## config.mk

```make
export PLATFORM = sky130hd
export DESIGN_NAME = cmp_arbiter_flat
export DESIGN_NICKNAME = d
export VERILOG_FILES = /design/src/rtl/cmp_arbiter_if.sv /design/src/rtl/cmp_arbiter.sv /design/src/flat_wrapper.sv
export SDC_FILE = /design/constraint.sdc
export NUM_CORES = 1
export LEC_CHECK = 0
export CAP_MARGIN = 20
export CELL_PAD_IN_SITES_DETAIL_PLACEMENT = 0
export CELL_PAD_IN_SITES_GLOBAL_PLACEMENT = 1
export CORE_ASPECT_RATIO = 2
export CORE_UTILIZATION = 32
export DETAILED_ROUTE_END_ITERATION = 16
export GPL_ROUTABILITY_DRIVEN = 0
export PLACE_DENSITY = 0.92
export SLEW_MARGIN = 5
export SYNTH_ARGS = -nofsm -noshare
export SYNTH_HDL_FRONTEND = slang
export SYNTH_SLANG_ARGS = --single-unit
```

## constraint.sdc

```tcl
create_clock -name clk -period 2.7 [get_ports clk]
set_input_delay 0.27 -clock clk [delete_from_list [all_inputs] [get_ports clk]]
set_output_delay 0.27 -clock clk [all_outputs]
set_load 0.05 [all_outputs]
```

## src/rtl/cmp_arbiter_if.sv

```systemverilog
`default_nettype none
// +--------------------------------------------------------------------------+
// | Module      : cmp_arbiter_if                                             |
// | Description : Bundle for the shared-comparator scheduler. Requesters     |
// |               drive req/op_a/op_b; the arbiter returns a one-hot grant,  |
// |               busy, and the tagged compare result.                       |
// |   req       NREQ    level request per requester                          |
// |   op_a/op_b NREQ*W  operand pairs, requester i at [i*W +: W]             |
// |   gnt       NREQ    one-hot grant, one cycle                             |
// |   busy      1       arbiter not idle                                     |
// |   rsp_*             result strobe, requester id, ne/le/mo flags          |
// | Revision    : 1.0 - initial release                                      |
// +--------------------------------------------------------------------------+
interface cmp_arbiter_if #(
  parameter int LOGREQ   = 2,
  parameter int LOGWIDTH = 4
) ();
  localparam int NREQ = 2 ** LOGREQ;
  localparam int W    = 2 ** LOGWIDTH;

  logic [NREQ-1:0]   req;
  logic [NREQ*W-1:0] op_a;
  logic [NREQ*W-1:0] op_b;
  logic [NREQ-1:0]   gnt;
  logic              busy;
  logic              rsp_valid;
  logic [LOGREQ-1:0] rsp_id;
  logic              rsp_ne;
  logic              rsp_le;
  logic              rsp_mo;

  // Requester side.
  modport master (
    output req, op_a, op_b,
    input  gnt, busy, rsp_valid, rsp_id, rsp_ne, rsp_le, rsp_mo
  );

  // Arbiter side.
  modport slave (
    input  req, op_a, op_b,
    output gnt, busy, rsp_valid, rsp_id, rsp_ne, rsp_le, rsp_mo
  );
endinterface
`default_nettype wire

```

## src/rtl/cmp_arbiter.sv

```systemverilog
`default_nettype none
// +--------------------------------------------------------------------------+
// | Module      : cmp_arbiter                                                |
// | Description : Round-robin scheduler for one shared unsigned comparator.  |
// |               IDLE picks a requester and captures its operands, EXEC     |
// |               compares the registered operands, RESP presents the        |
// |               flags tagged with the requester id.                        |
// |   clk    in  rising-edge clock                                           |
// |   reset  in  asynchronous active-high reset                              |
// |   bus    slave modport of cmp_arbiter_if                                 |
// | Revision    : 1.0 - initial release                                      |
// +--------------------------------------------------------------------------+
module cmp_arbiter #(
  parameter int LOGREQ   = 2,
  parameter int LOGWIDTH = 4
) (
  input  logic          clk,
  input  logic          reset,
  cmp_arbiter_if.slave  bus
);
  localparam int NREQ = 2 ** LOGREQ;
  localparam int W    = 2 ** LOGWIDTH;

  localparam logic [1:0] ST_IDLE = 2'd0;
  localparam logic [1:0] ST_EXEC = 2'd1;
  localparam logic [1:0] ST_RESP = 2'd2;

  logic [1:0]        state_q,     state_d;
  logic [NREQ-1:0]   gnt_q,       gnt_d;
  logic              rsp_valid_q, rsp_valid_d;
  logic [LOGREQ-1:0] rsp_id_q,    rsp_id_d;
  logic              rsp_ne_q,    rsp_ne_d;
  logic              rsp_le_q,    rsp_le_d;
  logic              rsp_mo_q,    rsp_mo_d;
  logic [W-1:0]      opa_q,       opa_d;
  logic [W-1:0]      opb_q,       opb_d;
  logic [LOGREQ-1:0] last_id_q,   last_id_d;

  // Shared compare unit, fed only from the captured operands.
  logic cmp_ne, cmp_le, cmp_mo;
  always_comb begin
    cmp_ne = (opa_q != opb_q);
    cmp_le = (opa_q <  opb_q);
    cmp_mo = (opa_q >  opb_q);
  end

  // Round-robin search starting one past the last winner. Offset NREQ wraps
  // to last_id itself, so a lone requester is always found.
  logic              found;
  logic [LOGREQ-1:0] cand;
  logic [LOGREQ-1:0] winner;
  always_comb begin
    found  = 1'b0;
    cand   = '0;
    winner = last_id_q;
    for (int k = 1; k <= NREQ; k++) begin
      cand = last_id_q + LOGREQ'(k);
      if (!found && bus.req[cand]) begin
        found  = 1'b1;
        winner = cand;
      end
    end
  end

  always_comb begin
    state_d     = state_q;
    gnt_d       = '0;
    rsp_valid_d = 1'b0;
    rsp_id_d    = rsp_id_q;
    rsp_ne_d    = rsp_ne_q;
    rsp_le_d    = rsp_le_q;
    rsp_mo_d    = rsp_mo_q;
    opa_d       = opa_q;
    opb_d       = opb_q;
    last_id_d   = last_id_q;
    case (state_q)
      ST_IDLE: begin
        if (found) begin
          opa_d          = bus.op_a[winner*W +: W];
          opb_d          = bus.op_b[winner*W +: W];
          gnt_d[winner]  = 1'b1;
          rsp_id_d       = winner;
          last_id_d      = winner;
          state_d        = ST_EXEC;
        end
      end
      ST_EXEC: begin
        rsp_ne_d    = cmp_ne;
        rsp_le_d    = cmp_le;
        rsp_mo_d    = cmp_mo;
        rsp_valid_d = 1'b1;
        state_d     = ST_RESP;
      end
      ST_RESP: begin
        state_d = ST_IDLE;
      end
      default: begin
        state_d = ST_IDLE;
      end
    endcase
  end

  always_ff @(posedge clk or posedge reset) begin
    if (reset) begin
      state_q     <= ST_IDLE;
      gnt_q       <= '0;
      rsp_valid_q <= 1'b0;
      rsp_id_q    <= '0;
      rsp_ne_q    <= 1'b0;
      rsp_le_q    <= 1'b0;
      rsp_mo_q    <= 1'b0;
      opa_q       <= '0;
      opb_q       <= '0;
      last_id_q   <= LOGREQ'(NREQ - 1);
    end else begin
      state_q     <= state_d;
      gnt_q       <= gnt_d;
      rsp_valid_q <= rsp_valid_d;
      rsp_id_q    <= rsp_id_d;
      rsp_ne_q    <= rsp_ne_d;
      rsp_le_q    <= rsp_le_d;
      rsp_mo_q    <= rsp_mo_d;
      opa_q       <= opa_d;
      opb_q       <= opb_d;
      last_id_q   <= last_id_d;
    end
  end

  assign bus.gnt       = gnt_q;
  assign bus.busy      = (state_q != ST_IDLE);
  assign bus.rsp_valid = rsp_valid_q;
  assign bus.rsp_id    = rsp_id_q;
  assign bus.rsp_ne    = rsp_ne_q;
  assign bus.rsp_le    = rsp_le_q;
  assign bus.rsp_mo    = rsp_mo_q;
endmodule
`default_nettype wire

```

## src/flat_wrapper.sv

```systemverilog
// flat-port wrapper written by rule: the top's interface ports become plain ports
module cmp_arbiter_flat 
#(
  parameter int LOGREQ   = 2,
  parameter int LOGWIDTH = 4
)
  (clk, reset, bus_req, bus_op_a, bus_op_b, bus_gnt, bus_busy, bus_rsp_valid, bus_rsp_id, bus_rsp_ne, bus_rsp_le, bus_rsp_mo);
  cmp_arbiter_if #(.LOGREQ(LOGREQ), .LOGWIDTH(LOGWIDTH)) bus_i ();
  input  logic clk;
  input  logic reset;
  input wire logic [$bits(bus_i.req)-1:0] bus_req;
  input wire logic [$bits(bus_i.op_a)-1:0] bus_op_a;
  input wire logic [$bits(bus_i.op_b)-1:0] bus_op_b;
  output wire logic [$bits(bus_i.gnt)-1:0] bus_gnt;
  output wire logic [$bits(bus_i.busy)-1:0] bus_busy;
  output wire logic [$bits(bus_i.rsp_valid)-1:0] bus_rsp_valid;
  output wire logic [$bits(bus_i.rsp_id)-1:0] bus_rsp_id;
  output wire logic [$bits(bus_i.rsp_ne)-1:0] bus_rsp_ne;
  output wire logic [$bits(bus_i.rsp_le)-1:0] bus_rsp_le;
  output wire logic [$bits(bus_i.rsp_mo)-1:0] bus_rsp_mo;
  assign bus_i.req = bus_req;
  assign bus_i.op_a = bus_op_a;
  assign bus_i.op_b = bus_op_b;
  assign bus_gnt = bus_i.gnt;
  assign bus_busy = bus_i.busy;
  assign bus_rsp_valid = bus_i.rsp_valid;
  assign bus_rsp_id = bus_i.rsp_id;
  assign bus_rsp_ne = bus_i.rsp_ne;
  assign bus_rsp_le = bus_i.rsp_le;
  assign bus_rsp_mo = bus_i.rsp_mo;
  cmp_arbiter #(.LOGREQ(LOGREQ), .LOGWIDTH(LOGWIDTH)) u_core (.clk(clk), .reset(reset), .bus(bus_i));
endmodule
```

==> key figures, run 1 <==
Placed design
  – HPWL after DPL: 6.80 mm
  – Placed Instance Area: 4590 um2
  – PortBufs: 144

Die
  – Initial Util: 0.327
  – Die Ht: 140 um
  – I/O pin cnt: 145
  – Core ar.: 9320 um2
  – Die footprint: 9950 um2
  – # rows: 50
  – DIE WIDTH: 71.1 um

Detailed routing
  – Antenna-violating nets left: 0
  – Wire per inst: 17.8 um
  – Vias: 2,433
  – Drc violations: 0
  – Initial DRC Count: 112
  – Vias per inst: 5.14
  – Pre-Repair DR Iteration Count: 7
  – Routed WL: 8.42 mm

Synth
  – Seq cells post-synth: 46
  – Synth Warn #: 0
  – Syn Nets: 374
  – Mapped Avg Cell Area: 13.6 um2
  – Post-synthesis cell count: 224
  – Post-synth cell types: 36
  – Register area share after synthesis: 0.378
  – Post-Syn Area: 3050 um2

Hold path
  – Hold Crit Class: input port to asynchronous set/reset pin

Pwr
  – PwrDens: 1040 nW/um2
  – Peak VDD IR: 0.000982 V
  – Leak: 1.99 nW

Layout
  – Layout Nets: 518
  – Fraction of layout cells with a size suffix above 1: 0.225
  – Area of the multi-input gates: 1730 um2
  – FF/Latch Area: 1150 um2
  – Cell area after layout: 4740 um2
  – N_diodes: 0
  – Synthesis-to-layout area growth: 55.2%
  – FILL cells: 793

STA
  – Max Fclk: 0.417 GHz
  – Minimum clock period: 2.40 ns
  – Slew Limit Fails: 0
  – Hold Vio Cnt, Final: 0
  – Slew @ Worst Pin: 0.655 ns
  – Endpoints failing setup: 0
  – RSZ-0062 raised after global routing: no
  – Worst slew margin: 0.563
  – Skew final: 0.00840 ns
  – Period utilisation layout: 0.888
  – Setup TNS Final: 0 ns

Global routing
  – Vias in the first global route: 2,776
  – GR Util All Layers: 0.182
  – Pin count of the biggest net entering global routing: 39
  – Initial antenna violation count: 0
  – Grt peak-use layer: met2
  – Total gr overflow: 0
  – First-pass GRT wire length: 13.6 mm
  – Met3 usage in global routing: 0.0388
  – M2 GR Usage: 0.341
  – Grt met1 use: 0.186

Critical path
  – WP data required: 2.88 ns
  – Worst path buffer plus inverter count: 1
  – Kind of critical path: flip-flop to flip-flop
  – Cell family with the largest share of critical-path delay: multiplexers
  – Critical Path Start Type: flip-flop
  – Worst-path cell chain: nand2b_1 > o21ai_1 > a221oi_4 > buf_12 > mux4_2 > mux2_4
  – Setup crit end kind: flip-flop
  – Crit Path Max Fanout: 38
  – Max incr delay on CP: 0.59 ns
  – Worst path arrival time: 2.58 ns
  – Crit-path slowest cell: mux4_2

Clock tree
  – Clock Path Buffers: 2
  – Resized cells post-CTS: 0
  – TritonCTS clock tree: yes
  – Clk Latency, worst-skew pair: 0.29 ns
  – CTS H-Tree Depth: 2
  – Clock-pin slew on the worst setup and hold paths: 0.07 ns
  – # hold bufs at CTS: 0
  – Post-CTS Setup Bufs: 0
  – Clock Tree Root: clkbuf_16
  – CTS Buf Count: 5
  – CTS sink cnt: 46

Job
  – Max_cap viols: 0

Outcome
  – Outcome: complete, no violations
-- through the flow --
step                      cells   util  hold slack, ns  total power [W]  setup slack (ns)
after global routing        473  0.508           0.473          0.00531             0.157
after global placement      465  0.493           0.436          0.00428             0.198
final                       473  0.508           0.404          0.00494             0.302
after floorplan             224      -           0.418          0.00361             0.523
after detailed placement    465  0.493           0.444          0.00439             0.147
after CTS                   473  0.508           0.424          0.00501             0.288
-- where the power goes --
| part | internal [W] | leakage [nW] | total (W) | switching [W] |
|---|---|---|---|---|
| registers | 0.00106 | 0.543 | 0.00126 | 0.000210 |
| clock network | 0.000343 | 0.0708 | 0.000599 | 0.000256 |
| logic | 0.00168 | 1.38 | 0.00307 | 0.00139 |
| total | 0.00308 | 1.99 | 0.00494 | 0.00185 |
-- kinds of logic (layout without fill, tap and decap cells) --
logic type	after synthesis	after routing	share of synthesized area
muxes	64	64	0.381
DFF	46	46	0.378
and+or+nand+nor	36	36	0.0582
buffers and inverters	35	180	0.0595
AOI/OAI and AO/OA	27	27	0.0574
adders and majority gates	16	16	0.0656
-- flip-flops by register name, summed over array words and instances (netlist names) --
signal                cells
u_core.bus.rsp_valid      1
u_core.bus.rsp_id         2
u_core.opb_q             16
u_core.bus.rsp_ne         1
u_core.bus.gnt            4
u_core.bus.rsp_le         1
u_core.last_id_q          2
u_core.state_q            2
u_core.bus.rsp_mo         1
u_core.opa_q             16
-- layer usage --
layer  wire, um  share of wire  up-vias
met5          0              0        -
met4        294          0.035        0
met3        373          0.044       20
met2       4860           0.58       81
met1       2900           0.34     1201
li1           -              -     1131
-- worst paths after layout --
| path | start | to | slack, ns | depth (start not counted) |
|---|---|---|---|---|
| worst min register to register | u_core.state_q[1] | u_core.state_q[1] | 0.45 | 1 |
| worst max-delay path | u_core.last_id_q[0] | u_core.opb_q[4] | 0.30 | 6 |
| max in group asynchronous | reset | u_core.opb_q[1] | 1.62 | 3 |
| worst max register to register | u_core.last_id_q[0] | u_core.opb_q[4] | 0.30 | 6 |
| worst min-delay path | reset | u_core.opa_q[10] | 0.40 | 2 |
| min in group clk | u_core.state_q[1] | u_core.state_q[1] | 0.45 | 1 |
-- layout make-up --
type / instances / share of cell area
well taps: 104 / 0.0275
clock buffers: 6 / 0.0272
flip-flops and latches: 46 / 0.244
clock inverters: 2 / 0.00291
inverters: 22 / 0.0174
multi-input cells: 143 / 0.365
repair buffers: 150 / 0.317
-- synth_stat cells (all sizes together) --
cell type / number / area share
a211oi: 1 / 0.0025
a21o: 3 / 0.0074
a21oi: 10 / 0.018
a221o: 1 / 0.0033
a221oi: 1 / 0.0049
a22oi: 1 / 0.0025
a311o: 1 / 0.0033
and3: 2 / 0.0041
buf: 11 / 0.030
clkbuf: 2 / 0.0025
dfrtp: 44 / 0.36
dfstp: 2 / 0.017
ha: 16 / 0.066
inv: 22 / 0.027
mux2: 32 / 0.14
mux4: 32 / 0.24
nand2: 8 / 0.0098
nand2b: 3 / 0.0062
nand3: 2 / 0.0033
nand4: 3 / 0.0062
nor2: 10 / 0.012
nor2b: 2 / 0.0041
nor3: 2 / 0.0033
nor3b: 2 / 0.0049
nor4: 1 / 0.0021
o21a: 1 / 0.0025
o21ai: 7 / 0.011
o22ai: 1 / 0.0021
or2: 1 / 0.0021
-- cell usage in the layout, fill, tap and decap left out, types with 2 or more instances in the layout --
cell	instances
nor3_1	2
mux2_2	12
a21o_1	3
dfrtp_1	44
inv_2	3
clkbuf_16	5
clkdlybuf4s50_1	144
mux4_2	30
and3_1	2
a21oi_1	9
buf_4	5
nand4_1	3
nor3b_1	2
mux2_4	20
dfstp_2	2
nand2_1	8
ha_1	16
nor2_1	10
o21ai_0	6
inv_1	19
nand2b_1	3
nand3_1	2
mux4_1	2
nor2b_1	2
No activity file was read; power rests on OpenSTA's default activity.
==> run 2: changes to the inputs <==
--- a/config.mk
+++ b/config.mk
@@ -13,6 +13,7 @@
 export DETAILED_ROUTE_END_ITERATION = 16
 export GPL_ROUTABILITY_DRIVEN = 0
 export PLACE_DENSITY = 0.92
+export SETUP_SLACK_MARGIN = 0.4
 export SLEW_MARGIN = 5
 export SYNTH_ARGS = -nofsm -noshare
 export SYNTH_HDL_FRONTEND = slang
==> key figures, run 2 (same netlist as run 1, synthesis figures left out) <==
Critical path
  – Max incr delay on CP: 0.57 ns
  – Crit Path Max Fanout: 5
  – Cell family with the largest share of critical-path delay: multiplexers
  – Setup crit end kind: flip-flop
  – Kind of critical path: flip-flop to flip-flop
  – Worst-path cell chain: nand2b_4 > o21ai_4 > a221oi_4 > buf_6 > clkbuf_16 > mux4_2 > mux2_4
  – Worst path buffer plus inverter count: 2
  – WP data required: 2.88 ns
  – Crit-path slowest cell: dfstp_2
  – Critical Path Start Type: flip-flop
  – Worst path arrival time: 2.54 ns

STA
  – Hold Vio Cnt, Final: 0
  – Skew final: 0.00994 ns
  – Minimum clock period: 2.36 ns
  – Hold WS: 0.396 ns
  – Slew Limit Fails: 0
  – Period utilisation layout: 0.873
  – Endpoints failing setup: 0
  – Max Fclk: 0.424 GHz
  – RSZ-0062 raised after global routing: yes
  – Slew @ Worst Pin: 0.654 ns
  – Worst slew margin: 0.564
  – Setup TNS Final: 0 ns

Clock tree
  – Clk Latency, worst-skew pair: 0.29 ns
  – Clock Path Buffers: 2
  – CTS Buf Count: 5
  – CTS H-Tree Depth: 2
  – Clock Tree Root: clkbuf_16
  – TritonCTS clock tree: yes
  – CTS sink cnt: 46
  – Clock-pin slew on the worst setup and hold paths: 0.07 ns

Global routing
  – Initial antenna violation count: 0
  – Vias in the first global route: 2,812
  – First-pass GRT wire length: 14.0 mm
  – Pin count of the biggest net entering global routing: 32
  – GR Util All Layers: 0.189
  – Total gr overflow: 0

Die
  – # rows: 50
  – Core ar.: 9320 um2
  – DIE WIDTH: 71.1 um
  – Die footprint: 9950 um2
  – Die Ht: 140 um
  – I/O pin cnt: 145
  – Initial Util: 0.327

Detailed routing
  – Drc violations: 0
  – Wire per inst: 19.5 um
  – Pre-Repair DR Iteration Count: 6
  – Vias per inst: 5.19
  – Vias: 2,507
  – Antenna-violating nets left: 0
  – Routed WL: 9.40 mm
  – Initial DRC Count: 151

Pwr
  – Peak VDD IR: 0.000751 V
  – Leak: 2.09 nW
  – PwrDens: 1090 nW/um2

Hold path
  – Hold Crit Class: input port to asynchronous set/reset pin

Placed design
  – HPWL after DPL: 6.80 mm
  – PortBufs: 144

Layout
  – N_diodes: 0
  – Most frequent cells in the layout: clkdlybuf4s50_1, dfrtp_1, mux4_2, mux2_4, inv_1
  – FF/Latch Area: 1150 um2
  – FILL cells: 787
  – Post-layout util: 0.528
  – Area of the multi-input gates: 1750 um2
  – Synthesis-to-layout area growth: 61.3%
  – Fraction of layout cells with a size suffix above 1: 0.256
  – Layout Nets: 528
  – Most common cell after layout, fill and taps aside: clkdlybuf4s50_1

Outcome
  – Outcome: complete, no violations

Job
  – Max_cap viols: 0
[run 2: cell count changes in the layout (fill, tap and decap cells not counted), sizes merged]
cell and change:
clkbuf +2, buf +8
[run 2: routing by layer]
| metal | routed length [um] | vias up | part of all wire | track usage |
|---|---|---|---|---|
| met1 | 3230 | 1241 | 0.34 | 0.197 |
| met3 | 387 | 28 | 0.041 | 0.0381 |
| met5 | 0 | - | 0 | 0 |
| li1 | - | 1149 | - | - |
| met2 | 5330 | 89 | 0.57 | 0.355 |
| met4 | 454 | 0 | 0.048 | 0.0853 |
[run 2: final cells by class]
cell class / count / share of cell area
multi-input cells: 143 / 0.356
repair buffers: 160 / 0.337
flip-flops and latches: 46 / 0.234
well taps: 104 / 0.0264
clock buffers: 6 / 0.0262
inverters: 22 / 0.0168
clock inverters: 2 / 0.00280
[run 2: repair_timing]
item | CTS | global route
gates resized for setup | 6 | 7
setup endpoints to repair | 32 | 32
gates cloned | 2 | 3
endpoints found under the hold margin | 0 | 0
pin swaps | 1 | 1
buffers inserted | 3 | 2
hold buffers | 0 | 0
[run 2: where the power goes]
| part | internal (W) | switching, W |
|---|---|---|
| Sequential | 0.00106 | 0.000213 |
| Combinational | 0.00196 | 0.00155 |
| Clock | 0.000343 | 0.000262 |
| Total | 0.00336 | 0.00202 |
[run 2: worst paths after layout]
path | start | to | slack [ns] | depth (start not counted)
worst max-delay path | u_core.last_id_q[0] | u_core.opb_q[4] | 0.34 | 7
worst min-delay path | reset | u_core.opa_q[10] | 0.40 | 2
worst max register to register | u_core.last_id_q[0] | u_core.opb_q[4] | 0.34 | 7
worst min register to register | u_core.state_q[1] | u_core.state_q[1] | 0.46 | 1
max in group asynchronous | reset | u_core.opb_q[1] | 1.62 | 3
min in group clk | u_core.state_q[1] | u_core.state_q[1] | 0.46 | 1
[run 2: stage by stage]
step / total power, W / cells / cell area, um2 / setup slack, ns
after floorplan: 0.00361 / 224 / 3050 / 0.523
after global placement: 0.00428 / 465 / 4590 / 0.198
after detailed placement: 0.00439 / 465 / 4590 / 0.147
after CTS: 0.00522 / 478 / 4830 / 0.349
after global routing: 0.00574 / 483 / 4920 / 0.286
final: 0.00539 / 483 / 4920 / 0.343
